## src/rtl/mem_loader.sv

```systemverilog
// mem_loader: streams bytes from a valid/ready source into word-wide memory
// (load mode) or compares memory contents against the stream (verify mode).
// Bytes are packed little-endian into a word buffer, then written (or read
// and compared) one word at a time. All outputs are registered.
module mem_loader #(
    parameter int  MEM_SIZE_BYTES   = 4096,
    parameter int  DATA_WIDTH_BYTES = 4,
    localparam int ADDR_WIDTH       = $clog2(MEM_SIZE_BYTES)
) (
    input  logic                          clk,
    input  logic                          rst_bar,
    input  logic                          start,
    input  logic                          mode,
    input  logic [ADDR_WIDTH-1:0]         base_addr,
    input  logic [ADDR_WIDTH:0]           length,
    input  logic                          in_valid,
    input  logic [7:0]                    in_data,
    output logic                          in_ready,
    output logic [ADDR_WIDTH-1:0]         mem_addr,
    output logic [DATA_WIDTH_BYTES-1:0]   mem_w_bar,
    output logic [8*DATA_WIDTH_BYTES-1:0] mem_data_w,
    input  logic [8*DATA_WIDTH_BYTES-1:0] mem_data_r,
    output logic                          busy,
    output logic                          done,
    output logic                          error,
    output logic [ADDR_WIDTH-1:0]         err_addr
);

    localparam int D  = DATA_WIDTH_BYTES;
    localparam int AW = ADDR_WIDTH;
    localparam int LW = (D > 1) ? $clog2(D) : 1;   // lane index width
    localparam int CW = $clog2(D) + 1;              // fill count holds 0..D

    localparam logic [AW-1:0] ALIGN_MASK = AW'(D - 1);
    localparam logic [AW+1:0] MEM_LIMIT  = (AW+2)'(MEM_SIZE_BYTES);

    typedef enum logic [2:0] {IDLE, FILL, WRITE, READ, CMP, DONE} state_t;

    state_t              state_q, state_d;
    logic                mode_q, mode_d;
    logic [AW-1:0]       addr_q, addr_d;      // current word address
    logic [AW:0]         rem_q, rem_d;        // bytes still to accept
    logic [CW-1:0]       cnt_q, cnt_d;        // lanes filled in current word
    logic [D-1:0][7:0]   wbuf_q, wbuf_d;

    logic                in_ready_q, in_ready_d;
    logic [AW-1:0]       mem_addr_q, mem_addr_d;
    logic [D-1:0]        mem_w_bar_q, mem_w_bar_d;
    logic [D-1:0][7:0]   mem_data_w_q, mem_data_w_d;
    logic                busy_q, busy_d;
    logic                done_q, done_d;
    logic                error_q, error_d;
    logic [AW-1:0]       err_addr_q, err_addr_d;

    logic [AW+1:0]       end_sum;
    logic                bad_job;
    logic [D-1:0]        fmask;
    logic                mis;
    logic [LW-1:0]       mis_lane;

    // Lanes below the fill count hold valid bytes.
    function automatic logic [D-1:0] lane_mask(input logic [CW-1:0] c);
        logic [D-1:0] m;
        for (int k = 0; k < D; k++) m[k] = (CW'(k) < c);
        return m;
    endfunction

    // Job sanity: word-aligned base and the whole range inside memory (no wrap).
    always_comb begin
        end_sum = {2'b00, base_addr} + {1'b0, length};
        bad_job = ((base_addr & ALIGN_MASK) != '0) || (end_sum > MEM_LIMIT);
    end

    // Find the lowest filled lane whose read data differs from the buffer.
    always_comb begin
        mis      = 1'b0;
        mis_lane = '0;
        fmask    = lane_mask(cnt_q);
        for (int k = D - 1; k >= 0; k--) begin
            if (fmask[k] && (mem_data_r[8*k +: 8] != wbuf_q[k])) begin
                mis      = 1'b1;
                mis_lane = LW'(k);
            end
        end
    end

    // Next-state logic; registered outputs are derived from the next state.
    always_comb begin
        state_d      = state_q;
        mode_d       = mode_q;
        addr_d       = addr_q;
        rem_d        = rem_q;
        cnt_d        = cnt_q;
        wbuf_d       = wbuf_q;
        error_d      = error_q;
        err_addr_d   = err_addr_q;
        mem_addr_d   = mem_addr_q;
        mem_w_bar_d  = '1;
        mem_data_w_d = mem_data_w_q;

        unique case (state_q)
            IDLE, DONE: begin
                if (start) begin
                    mode_d     = mode;
                    addr_d     = base_addr;
                    rem_d      = length;
                    cnt_d      = '0;
                    error_d    = 1'b0;
                    err_addr_d = '0;
                    if (bad_job) begin
                        state_d    = DONE;
                        error_d    = 1'b1;
                        err_addr_d = base_addr;
                    end else if (length == '0) begin
                        state_d = DONE;
                    end else begin
                        state_d = FILL;
                    end
                end
            end
            FILL: begin
                if (in_valid && in_ready_q) begin
                    wbuf_d[cnt_q[LW-1:0]] = in_data;
                    cnt_d = cnt_q + CW'(1);
                    rem_d = rem_q - (AW+1)'(1);
                    if ((cnt_d == CW'(D)) || (rem_d == '0))
                        state_d = mode_q ? READ : WRITE;
                end
            end
            WRITE: begin
                addr_d  = addr_q + AW'(D);
                cnt_d   = '0;
                state_d = (rem_q == '0) ? DONE : FILL;
            end
            READ: begin
                state_d = CMP;
            end
            CMP: begin
                if (mis) begin
                    state_d    = DONE;
                    error_d    = 1'b1;
                    err_addr_d = addr_q + AW'(mis_lane);
                end else begin
                    addr_d  = addr_q + AW'(D);
                    cnt_d   = '0;
                    state_d = (rem_q == '0) ? DONE : FILL;
                end
            end
            default: state_d = IDLE;
        endcase

        if (state_d == WRITE) begin
            mem_addr_d   = addr_q;
            mem_w_bar_d  = ~lane_mask(cnt_d);
            mem_data_w_d = wbuf_d;
        end
        if (state_d == READ) mem_addr_d = addr_q;

        in_ready_d = (state_d == FILL);
        busy_d     = (state_d == FILL) || (state_d == WRITE) ||
                     (state_d == READ) || (state_d == CMP);
        done_d     = (state_d == DONE);
    end

    // State and output registers; reset abandons any job in flight.
    always_ff @(posedge clk or negedge rst_bar) begin
        if (!rst_bar) begin
            state_q      <= IDLE;
            mode_q       <= 1'b0;
            addr_q       <= '0;
            rem_q        <= '0;
            cnt_q        <= '0;
            wbuf_q       <= '0;
            in_ready_q   <= 1'b0;
            mem_addr_q   <= '0;
            mem_w_bar_q  <= '1;
            mem_data_w_q <= '0;
            busy_q       <= 1'b0;
            done_q       <= 1'b0;
            error_q      <= 1'b0;
            err_addr_q   <= '0;
        end else begin
            state_q      <= state_d;
            mode_q       <= mode_d;
            addr_q       <= addr_d;
            rem_q        <= rem_d;
            cnt_q        <= cnt_d;
            wbuf_q       <= wbuf_d;
            in_ready_q   <= in_ready_d;
            mem_addr_q   <= mem_addr_d;
            mem_w_bar_q  <= mem_w_bar_d;
            mem_data_w_q <= mem_data_w_d;
            busy_q       <= busy_d;
            done_q       <= done_d;
            error_q      <= error_d;
            err_addr_q   <= err_addr_d;
        end
    end

    assign in_ready   = in_ready_q;
    assign mem_addr   = mem_addr_q;
    assign mem_w_bar  = mem_w_bar_q;
    assign mem_data_w = mem_data_w_q;
    assign busy       = busy_q;
    assign done       = done_q;
    assign error      = error_q;
    assign err_addr   = err_addr_q;

endmodule

```

## config.mk

```make
export PLATFORM = sky130hd
export DESIGN_NAME = mem_loader
export DESIGN_NICKNAME = d
export VERILOG_FILES = /design/src/rtl/mem_loader.sv
export SDC_FILE = /design/constraint.sdc
export NUM_CORES = 1
export LEC_CHECK = 0
export CAP_MARGIN = 40
export CORE_ASPECT_RATIO = 1.5
export CORE_UTILIZATION = 57
export CTS_CLUSTER_SIZE = 28
export DETAILED_ROUTE_END_ITERATION = 6
export PLACE_DENSITY = 0.91
export SYNTH_ARGS = -nofsm -noshare
export SYNTH_HDL_FRONTEND = slang
export SYNTH_SLANG_ARGS = --single-unit
```

## constraint.sdc

```tcl
create_clock -name clk -period 5.13 [get_ports clk]
set_clock_uncertainty 0.2 [all_clocks]
set_input_delay 0.513 -clock clk [delete_from_list [all_inputs] [get_ports clk]]
set_output_delay 0.513 -clock clk [all_outputs]
set_load 0.02 [all_outputs]
```

== Word level (Yosys, flattened, before mapping) ==
Index checks and enable logic that the tools add are counted.

* Bits in registers: 128
* Bits in writable memories: 0
* Latch bits: 0
* Memories kept: 0
* Output and inout bits: 64
* Bits in read-only memories: 0

* Bitwise gates (word level): 1
* $lt $le $gt $ge: 11
* Equal/unequal tests: 19
* Multiplexer cells: 43
* Multiply operators: 0
* Divide/modulo/power cells: 0
* Reduce and logical (&&, ||, !) cells: 25
* $add $sub $neg: 5
* Shifts and indexed selects: 0

{| class="wikitable"
|+ Operator list
! cell !! number
|-
| 12-bit two-way mux || 7
|-
| 32-bit two-way mux || 2
|-
| 13-bit logical NOT || 3
|-
| 12-bit case mux with 3 select lines || 1
|-
| 32-bit bitwise mux || 1
|-
| 8-bit inequality test || 4
|-
| 3-bit two-way mux || 10
|-
| 13-bit two-way mux || 2
|-
| 13-bit case mux with 2 select lines || 1
|-
| 12-bit case mux with 2 select lines || 1
|-
| 8-bit demux with 2-bit select || 1
|-
| 3-bit equality test, second input constant || 5
|-
| 3-bit case mux with 5 select lines || 1
|-
| 12-bit by 13-bit adder with 14-bit output || 1
|-
| 14-bit by 13-bit > comparator with 1-bit output, second input constant || 1
|-
| 13-bit by 1-bit subtractor with 13-bit output, second input constant || 1
|-
| 12-bit by 2-bit adder with 12-bit output || 1
|-
| 12-bit by 3-bit adder with 12-bit output, second input constant || 1
|-
| 3-bit by 2-bit equality test with 1-bit output, second input constant || 4
|-
| 1-bit by 3-bit < comparator with 1-bit output, first input constant || 4
|-
| 2-bit by 3-bit < comparator with 1-bit output, first input constant || 4
|-
| 3-bit case mux with 4 select lines || 1
|-
| 12-bit nonzero test || 1
|-
| 3-bit AND reduction || 3
|-
| other kinds (18) || 43
|}

== Longest topological paths before layout ==
Gate-level depths: netlist (run 1).

* Depth after elaboration: 12
* Depth in mapped cells: 13
* Depth with buffers taken out: 13

== Worst setup path before layout (run 1) ==
OpenSTA, ideal clock, no wires.

* Path kind: reg2reg
* From: register rem_q[6]
* To: register mem_data_w_q, in the netlist mem_data_w[0]
* Data arrival time: 3.121 ns
* Library setup time: 0.125 ns
* Cell stages (with the launch flop): 11
* Clock period less this slack: 3.446 ns
* Setup slack: 1.684 ns
* Cell sequence: dfrtp_1 > buf_6 > or4_4 > or3_1 > o31ai_1 > o21ai_1 > nor4_2 > o21ai_1 > a211oi_4 > buf_6 > mux2_2

* Cells in the longest elaborated chain, start to end: 7

{| class="wikitable"
|+ Ends and longest elaborated chain
! item !! RTL line !! source
|-
| start: declaration || 42 || <nowiki>logic [AW:0] rem_q, rem_d;</nowiki>
|-
| start signal: assignment || 186 || <nowiki>rem_q <= rem_d;</nowiki>
|-
| 13-bit by 1-bit subtractor with 13-bit output || 125 || <nowiki>rem_d = rem_q - (AW+1)'(1);</nowiki>
|-
| 13-bit logical NOT || 126 || <nowiki>if ((cnt_d == CW'(D)) || (rem_d == '0))</nowiki>
|-
| 1-bit logical OR || 126 ||
|-
| 3-bit two-way mux || 126 ||
|-
| 3-bit two-way mux || 122 || <nowiki>if (in_valid && in_ready_q) begin</nowiki>
|-
| 3-bit case mux with 5 select lines (*) || 101 || <nowiki>unique case (state_q)</nowiki>
|-
| 3-bit by 2-bit equality test with 1-bit output (*) || 152 || <nowiki>if (state_d == WRITE) begin</nowiki>
|-
| end signal: assignment || 192 || <nowiki>mem_data_w_q <= mem_data_w_d;</nowiki>
|-
| end: declaration || 49 || <nowiki>logic [D-1:0][7:0] mem_data_w_q, mem_data_w_d;</nowiki>
|}

Every way passes the cells marked *; elsewhere a longest branch is shown, timed or not.
A chain may end at the register's enable or synchronous reset.

== Worst setup path in the final report (run 1) ==
* From: register rem_q[0]
* To: register mem_data_w_q, in the netlist mem_data_w[0]

The elaborated chain is that of the path after synthesis.

==> results of run 1 <==
==> cells in the mapped netlist, types with 4 or more instances <==
master | n | area [µm²]
nor2b_1 | 6 | 37.5
o21ai_0 | 74 | 370
nor3_1 | 13 | 65.1
a211oi_1 | 4 | 30.0
o22ai_1 | 8 | 50.1
nand2_1 | 51 | 191
mux2i_1 | 5 | 50.1
ha_1 | 22 | 275
mux2_2 | 74 | 833
nor4_1 | 16 | 100
nand3_1 | 12 | 60.1
xor2_1 | 30 | 263
xnor2_1 | 21 | 184
dfrtp_1 | 124 | 3100
a21oi_1 | 48 | 240
nand2b_1 | 10 | 62.6
dfstp_2 | 4 | 105
and3_1 | 4 | 25.0
nor2_1 | 52 | 195
clkbuf_1 | 21 | 78.8
inv_1 | 28 | 105
buf_6 | 4 | 45.0
a21o_1 | 7 | 52.6
a31oi_1 | 5 | 31.3
==> timing repair <==
action	CTS	global route
hold buffers	1	0
gates resized for setup	0	0
hold endpoints to repair	74	0
==> flip-flops by register name (all words and copies together), names as in the netlist <==
signal and count:
in_ready 1, mem_data_w 32, state_q 3, cnt_q 3
err_addr 12, done 1, error 1, mode_q 1
mem_addr 12, rem_q 13, addr_q 12, busy 1
mem_w_bar 4, wbuf_q 32
==> worst register-to-register path, stage by stage, from the launching register on <==
cell,delay [ns]
dfrtp_1,0.47
inv_1,0.09
ha_1,0.23
nor3b_1,0.37
nand2_1,0.29
nor3_1,0.34
xor2_1,0.12
nor4_2,0.37
o21ai_2,0.34
a211oi_4,0.27
buf_4,0.45
mux2_2,0.44
==> power by group <==
group	total, mW	internal (mW)	switching [mW]
logic	2.28	1.04	1.23
clock network	1.14	0.633	0.512
registers	1.86	1.44	0.429
==> how the worst max path moves through the flow <==
| stage | depth (start not counted) | endpoint | slack [ns] |
|---|---|---|---|
| floorplan | 10 | mem_data_w[0] | 1.68 |
| global placement | 12 | err_addr[3] | 0.87 |
| detailed placement | 12 | err_addr[11] | 0.74 |
| CTS | 11 | mem_data_w[24] | 1.07 |
| global route | 11 | mem_data_w[0] | 0.74 |
| finish | 11 | mem_data_w[0] | 1.02 |
==> routing by layer <==
layer / track usage [%] / routed length, µm / vias to the layer above / share of wire [%]
met1: 38.5 / 7710 / 3077 / 36
met2: 63.7 / 11600 / 318 / 54
met5: 0 / 0 / - / 0
li1: - / - / 2791 / -
met3: 7.92 / 1430 / 64 / 6.7
met4: 14.6 / 792 / 0 / 3.7
==> area by class of cell <==
| type | instances | area [µm²] | area share [%] |
|---|---|---|---|
| clock buffer | 18 | 429 | 4.73 |
| clock inverter | 14 | 121 | 1.34 |
| inverter | 28 | 105 | 1.16 |
| multi-input combinational | 517 | 3600 | 39.7 |
| sequential | 128 | 3210 | 35.4 |
| tap | 153 | 191 | 2.11 |
| timing repair buffer | 142 | 1420 | 15.6 |
==> stage by stage <==
step	worst slack, ns	hold WS [ns]	area (µm²)	cells	total power [mW]
5_1_grt	0.742	0.242	9070	1000	5.55
3_5_place_dp	0.735	0.128	8510	967	4.04
3_3_place_gp	0.871	0.260	8480	965	3.89
4_1_cts	1.07	0.241	9070	1000	5.24
6_report	1.02	0.230	9070	1000	5.29
2_1_floorplan	1.68	0.0174	7040	699	3.18
==> kinds of logic after synthesis <==
logic type	share of synthesized area (%)
AOI/OAI and AO/OA	14.5
xor gates and xnor gates	6.34
adders and majority gates	4.48
buffers and inverters	3.30
DFF	45.6
muxes	13.0
and+or+nand+nor	12.8
==> impl_metrics.ini, run 1 <==
[routing]
routed_wirelength_um = 21500
drc = 0
first_pass_iters = 5
drtAntennaViolNets = 0
wl_per_cell_um = 21.5
drt_iter0_drc = 480
vias = 6250
routed_via_density = 6.25

[outcome]
status = complete, no violations

[final_layout]
syn_to_final_growth_pct = 28.9
final_cell_mix = clkdlybuf4s50_1 (132), dfrtp_1 (124), mux2_2 (74), o21ai_0 (72), nor2_1 (52)
layout_commonest_cell = clkdlybuf4s50_1
final_util_pct = 75.5
drive_above_1_share_pct = 15.0
layout.nets = 928
nFillCells = 782
insertedDiodeCount = 0

[cts]
postCtsSetupRepairBufs = 0
clk_pin_slew_ns = 0.06
cts_tree = done
htree_levels = 4
cts_max_path_buffers = 2
numCtsBuffers = 17
clock_latency_ns = 0.43
cts.sinks = 128
clockRootBuffer = clkbuf_16

[worst_setup_path]
max_stage_delay_ns = 0.47
endpoint_kind = register
crit_fanout = 36
required_ns = 5.23
critPathArrivalTime_ns = 4.22
startpoint_type = register
rr_startpoint = rem_q[0]
crit_slowest_cell = dfrtp_1
worstPathCellList = inv_1 -> ha_1 -> nor3b_1 -> nand2_1 -> nor3_1 -> xor2_1 -> nor4_2 -> o21ai_2 -> a211oi_4 -> buf_4 -> mux2_2
crit_family = simple AND/OR/NAND/NOR gates
reg2reg_slack_ns = 1.02
rr_worst_depth = 11
path_buf_inv = 2
crit_type = reg -> reg
timing.rr.end = mem_data_w[0]
crit_start = rem_q[0]

[yosys]
synth.distinct_cells = 57
syn_avg_cell_area_um2 = 10.1
synth_seq_area_share_pct = 45.6
synthCells = 699
syn_area_um2 = 7040
synth_edf_count = 0
async_reset_ff_share_pct = 100
synthFlopType = dfrtp_1
yosysWarnings = 0
syn_nets = 793
synth-seq-cells = 128

[power]
p_per_area_nw_per_um2 = 583
total_leakage_power_nw = 3.84
ir_drop_mv = 0.338

[global_routing]
grt_max_degree = 73
antenna_found_initial = 0
grt_overflow = 0
grt_pass1_vias = 6379
grt_usage_pct = 35.0
grt_pass1_wl_um = 34100

[place]
io_buffers = 133
routabilityCongestion = 0.926
place.detailed.hpwl_um = 14900

[die]
start_util_pct = 58.6
die_w_um = 92.8
io_pins = 134
coreArea_um2 = 12000
dieArea_um2 = 12800
die_h_um = 138
row_count = 49

[timing]
fmax_ghz = 0.243
final.setup.tns_ns = 0
finalCritPeriodShare_pct = 80.2
tightest_slew_ns = 0.914
relSlewSlack_pct = 39.1
maxSlewViolCount = 0
rsz0062_at_grt = false
hold_viol = 0
min_period_ns = 4.11
setup_viol = 0

[min_path]
hp-class = in -> async

[job]
cap_viol_max_count = 0
Power figures use the tool's default switching activity.
==> run 2, diff against run 1 <==
--- a/config.mk
+++ b/config.mk
@@ -7,10 +7,10 @@
 export LEC_CHECK = 0
 export CAP_MARGIN = 40
 export CORE_ASPECT_RATIO = 1.5
-export CORE_UTILIZATION = 57
+export CORE_UTILIZATION = 53
 export CTS_CLUSTER_SIZE = 28
 export DETAILED_ROUTE_END_ITERATION = 6
-export PLACE_DENSITY = 0.91
+export PLACE_DENSITY = 0.86
 export SYNTH_ARGS = -nofsm -noshare
 export SYNTH_HDL_FRONTEND = slang
 export SYNTH_SLANG_ARGS = --single-unit
==> constraint.sdc (replaced) <==
create_clock -name clk -period 3.85 [get_ports clk]
set_clock_uncertainty 0.2 [all_clocks]
set_input_delay 0.385 -clock clk [delete_from_list [all_inputs] [get_ports clk]]
set_output_delay 0.385 -clock clk [all_outputs]
set_load 0.02 [all_outputs]
==> run 2 against run 1 <==
First-iteration DRC count decreased by 9.6%; critical path type unchanged; power is 32% higher; largest power group unchanged; critical endpoint is now mem_data_w[22]; global-route usage is 4.5 points lower; register-to-register slack worse by 0.80 ns.
==> impl_metrics.ini, run 2 (synthesis results as in run 1) <==
[worst_setup_path]
crit_type = reg -> reg
crit_top_cell = o21ai_1
crit_slowest_cell = or4_4
worstSetupEndpoint = mem_data_w[22]
reg2reg_slack_ns = 0.21
crit_family = simple AND/OR/NAND/NOR gates
rr_worst_depth = 9
critPathArrivalTime_ns = 3.74
crit_fanout = 36
rr_startpoint = rem_q[6]
endpoint_kind = register
path_buf_inv = 1
crit_start = rem_q[6]
worstPathCellList = or4_4 -> or3_1 -> o31ai_1 -> o21ai_1 -> nor4_2 -> o21ai_1 -> a211oi_4 -> buf_12 -> mux2_2
required_ns = 3.95
max_stage_delay_ns = 0.58
cp_num_cells = 9
timing.rr.end = mem_data_w[22]
startpoint_type = register

[final_layout]
syn_to_final_growth_pct = 30.5
nFillCells = 902
final_cell_mix = clkdlybuf4s50_1 (132), dfrtp_1 (124), mux2_2 (74), o21ai_0 (72), nor2_1 (52)
layout.nets = 937
finalInstanceArea_um2 = 9190
drive_above_1_share_pct = 16.2
layout_commonest_cell = clkdlybuf4s50_1
insertedDiodeCount = 0

[place]
place.detailed.hpwl_um = 14600
pre_cts_ws_ns = -0.0580
io_buffers = 133
place_area_um2 = 8600
routabilityCongestion = 0.918

[routing]
vias = 6055
routed_wirelength_um = 20200
first_pass_iters = 6
drtAntennaViolNets = 0
drc = 0
routed_via_density = 5.97
wl_per_cell_um = 19.9
drt_iter0_drc = 434

[global_routing]
grt_usage_pct = 30.5
grt_pass1_vias = 6255
grt_max_degree = 70
antenna_found_initial = 0
grt_pass1_wl_um = 31200
grt_overflow = 0

[cts]
clk_pin_slew_ns = 0.06
clock_latency_ns = 0.42
clockRootBuffer = clkbuf_16
cts_tree = done
htree_levels = 4
numCtsBuffers = 17
cts_max_path_buffers = 2
cts.sinks = 128

[outcome]
status = complete, no violations

[timing]
min_period_ns = 3.64
hold_viol = 0
maxSlewViolCount = 0
finalCritPeriodShare_pct = 94.4
relSlewSlack_pct = 40.2
setup_viol = 0
tightest_slew_ns = 0.889
setup_slack_ns = 0.215
whs_ns = 0.291
fmax_ghz = 0.275
rsz0062_at_grt = false

[min_path]
hp-class = reg -> reg

[die]
die_w_um = 96.1
row_count = 51
io_pins = 134
die_h_um = 143
coreArea_um2 = 13000
dieArea_um2 = 13800
start_util_pct = 54.4

[power]
p_per_area_nw_per_um2 = 762
total_leakage_power_nw = 3.90
ir_drop_mv = 0.480

[job]
cap_viol_max_count = 0
run 2: final cells by class:
cell class | count | area (µm²) | share of cell area [%]
Timing Repair Buffer | 151 | 1500 | 16.3
Multi-Input combinational cell | 517 | 3610 | 39.3
Sequential cell | 128 | 3210 | 34.9
Inverter | 28 | 105 | 1.14
Clock buffer | 17 | 425 | 4.63
Clock inverter | 15 | 148 | 1.61
Tap cell | 159 | 199 | 2.16
run 2: where the power goes:
group          switching, mW  internal (mW)  total, mW  leakage [nW]
logic                   1.60           1.41       3.01          2.05
registers              0.527           1.91       2.44          1.58
clock network          0.651          0.906       1.56         0.274
total                   2.78           4.23       7.00          3.90
run 2: routing by layer:
| layer | routed length (µm) | up-vias | global-route usage [%] |
|---|---|---|---|
| met1 | 7350 | 2960 | 31.7 |
| li1 | - | 2797 | - |
| met5 | 0 | - | 0 |
| met4 | 772 | 0 | 15.9 |
| met2 | 10900 | 245 | 56.4 |
| met3 | 1110 | 53 | 5.48 |
run 2: worst min-delay path by stage:
stage / from / endpoint / slack, ns / cells past startpoint
6_report: mem_data_w[6] / mem_data_w[6] / 0.29 / 1
5_1_grt: error / error / 0.31 / 1
4_1_cts: mem_data_w[6] / mem_data_w[6] / 0.29 / 1
3_5_place_dp: mem_data_w[6] / mem_data_w[6] / 0.28 / 1
3_3_place_gp: mem_addr[1] / mem_addr[1] / 0.27 / 2
2_1_floorplan: rst_bar / addr_q[0] / -0.11 / 0
run 2: metrics by stage:
step	power (mW)	util, %	setup TNS (ns)	instances
final	7.00	71.0	0	1015
after global placement	5.20	66.3	0	981
after CTS	6.99	70.9	0	1015
after detailed placement	5.38	66.4	-0.359	982
after floorplan	4.23	-	0	699
after global routing	7.42	71.0	0	1015
run 2: timing repair:
action / 4_1_cts / 5_1_grt
setup buffers: 0 / 0
hold endpoints to repair: 68 / 0
hold buffers: 1 / 0
setup endpoints to repair: 0 / 33
gates resized for setup: 0 / 2
==> run 3, diff against run 2 <==
--- a/config.mk
+++ b/config.mk
@@ -5,7 +5,7 @@
 export SDC_FILE = /design/constraint.sdc
 export NUM_CORES = 1
 export LEC_CHECK = 0
-export CAP_MARGIN = 40
+export CAP_MARGIN = 10
 export CORE_ASPECT_RATIO = 1.5
 export CORE_UTILIZATION = 53
 export CTS_CLUSTER_SIZE = 28
==> run 3 against run 2 <==
Die area is the same; global-route usage grew 1.1 points; critical path depth is the same; utilization grew 0.38 points; combinational power is essentially flat; power grew 2.2%; hold slack lost 0.0011 ns; sequential share of layout area shrank 0.18 points; flip-flop and latch count is the same; cell count is the same; non-clock buffer count is the same; largest cell class unchanged.
==> impl_metrics.ini, run 3 (synthesis results as in run 1) <==
[worst_setup_path]
critPathArrivalTime_ns = 3.75
worstPathCellList = or4_4 -> or3_1 -> o31ai_1 -> o21ai_1 -> nor4_2 -> o21ai_1 -> a211oi_4 -> buf_12 -> mux2_2
endpoint_kind = register
required_ns = 3.95
crit_fanout = 36
crit_slowest_cell = or4_4
crit_top_cell = o21ai_1
max_stage_delay_ns = 0.58
startpoint_type = register
crit_type = reg -> reg

[global_routing]
grt_overflow = 0
grt_pass1_wl_um = 32200
grt_usage_pct = 31.5
grt_max_degree = 70
antenna_found_initial = 0
grt_pass1_vias = 6292

[cts]
clk_pin_slew_ns = 0.06
postCtsSetupRepairBufs = 0
cts.sinks = 128
cts_tree = done
clockRootBuffer = clkbuf_16
cts_max_path_buffers = 2
clock_latency_ns = 0.42
htree_levels = 4
numCtsBuffers = 17

[routing]
routed_wirelength_um = 20500
vias = 6042
drc = 0
drt_iter0_drc = 435
drtAntennaViolNets = 0
first_pass_iters = 6
routed_via_density = 5.95
wl_per_cell_um = 20.2

[timing]
finalCritPeriodShare_pct = 94.7
hold_viol = 0
setup_viol = 0
relSlewSlack_pct = 35.2
tightest_slew_ns = 0.964
final.setup.tns_ns = 0
min_period_ns = 3.65
fmax_ghz = 0.274
whs_ns = 0.290
maxSlewViolCount = 0

[final_layout]
finalInstanceArea_um2 = 9240
final_cell_mix = clkdlybuf4s50_1 (132), dfrtp_1 (124), mux2_2 (74), o21ai_0 (72), nor2_1 (52)
layout.nets = 937
drive_above_1_share_pct = 16.2
syn_to_final_growth_pct = 31.2
insertedDiodeCount = 0
finalNonFillerCells = 1015
layout_commonest_cell = clkdlybuf4s50_1
nFillCells = 889

[place]
place.detailed.hpwl_um = 14600
place_area_um2 = 8590
io_buffers = 133
routabilityCongestion = 0.918
dp_cells = 981

[die]
dieArea_um2 = 13800
coreArea_um2 = 13000
start_util_pct = 54.4
io_pins = 134
row_count = 51
die_w_um = 96.1
die_h_um = 143

[job]
cap_viol_max_count = 0

[outcome]
status = complete, no violations

[power]
ir_drop_mv = 0.484
total_leakage_power_nw = 3.92
p_per_area_nw_per_um2 = 774

[min_path]
hp-class = reg -> reg
-- run 3: what timing repair did --
item,4_1_cts,5_1_grt
resized for setup,0,2
endpoints found under the hold margin,68,0
setup endpoints to repair,0,34
hold buffers,1,0
-- run 3: path summary, 6_finish.rpt --
kind / start / end / slack [ns] / cells after the start
setup / recovery: rem_q[6] / mem_data_w[20] / 0.20 / 9
hold / removal: mem_data_w[6] / mem_data_w[6] / 0.29 / 1
setup reg to reg: rem_q[6] / mem_data_w[20] / 0.20 / 9
hold reg to reg: mem_data_w[6] / mem_data_w[6] / 0.29 / 1
max in group asynchronous: rst_bar / mem_w_bar[3] / 2.11 / 3
min in group asynchronous: rst_bar / mem_addr[10] / 0.47 / 2
-- run 3: per-stage QoR --
stage | setup slack (ns) | utilization (%) | power (mW)
after floorplan | 0.404 | - | 4.23
after global placement | 0.107 | 66.3 | 5.20
after detailed placement | -0.0107 | 66.3 | 5.37
after CTS | 0.150 | 71.2 | 7.13
after global routing | -0.0000915 | 71.3 | 7.57
final | 0.203 | 71.3 | 7.15
-- run 3: area by class of cell --
class	count	area, µm²	share of cell area [%]
Clock buffer	17	425	4.60
Clock inverter	15	196	2.13
Inverter	28	105	1.14
Multi-Input combinational cell	517	3610	39.1
Sequential cell	128	3210	34.7
Tap cell	159	199	2.15
Timing Repair Buffer	151	1500	16.2
-- run 3: where the power goes --
group / internal (mW) / total [mW] / leakage, nW / switching (mW)
Sequential: 1.91 / 2.44 / 1.58 / 0.526
Clock: 1.04 / 1.70 / 0.296 / 0.665
Combinational: 1.41 / 3.01 / 2.05 / 1.60
-- run 3: layer usage --
layer  global-route usage, %  wire (µm)
met5                       0          0
met4                    15.8        806
met3                    7.88       1310
met2                    57.5      11200
met1                    32.5       7150
-- run 3: critical path, delay by kind of cell, from the launching register on --
kind | cells | cell delay (ns)
muxes | 1 | 0.37
AOI/OAI and AO/OA | 4 | 0.85
buffers and inverters | 1 | 0.26
and+or+nand+nor | 3 | 1.38
DFF | 1 | 0.45
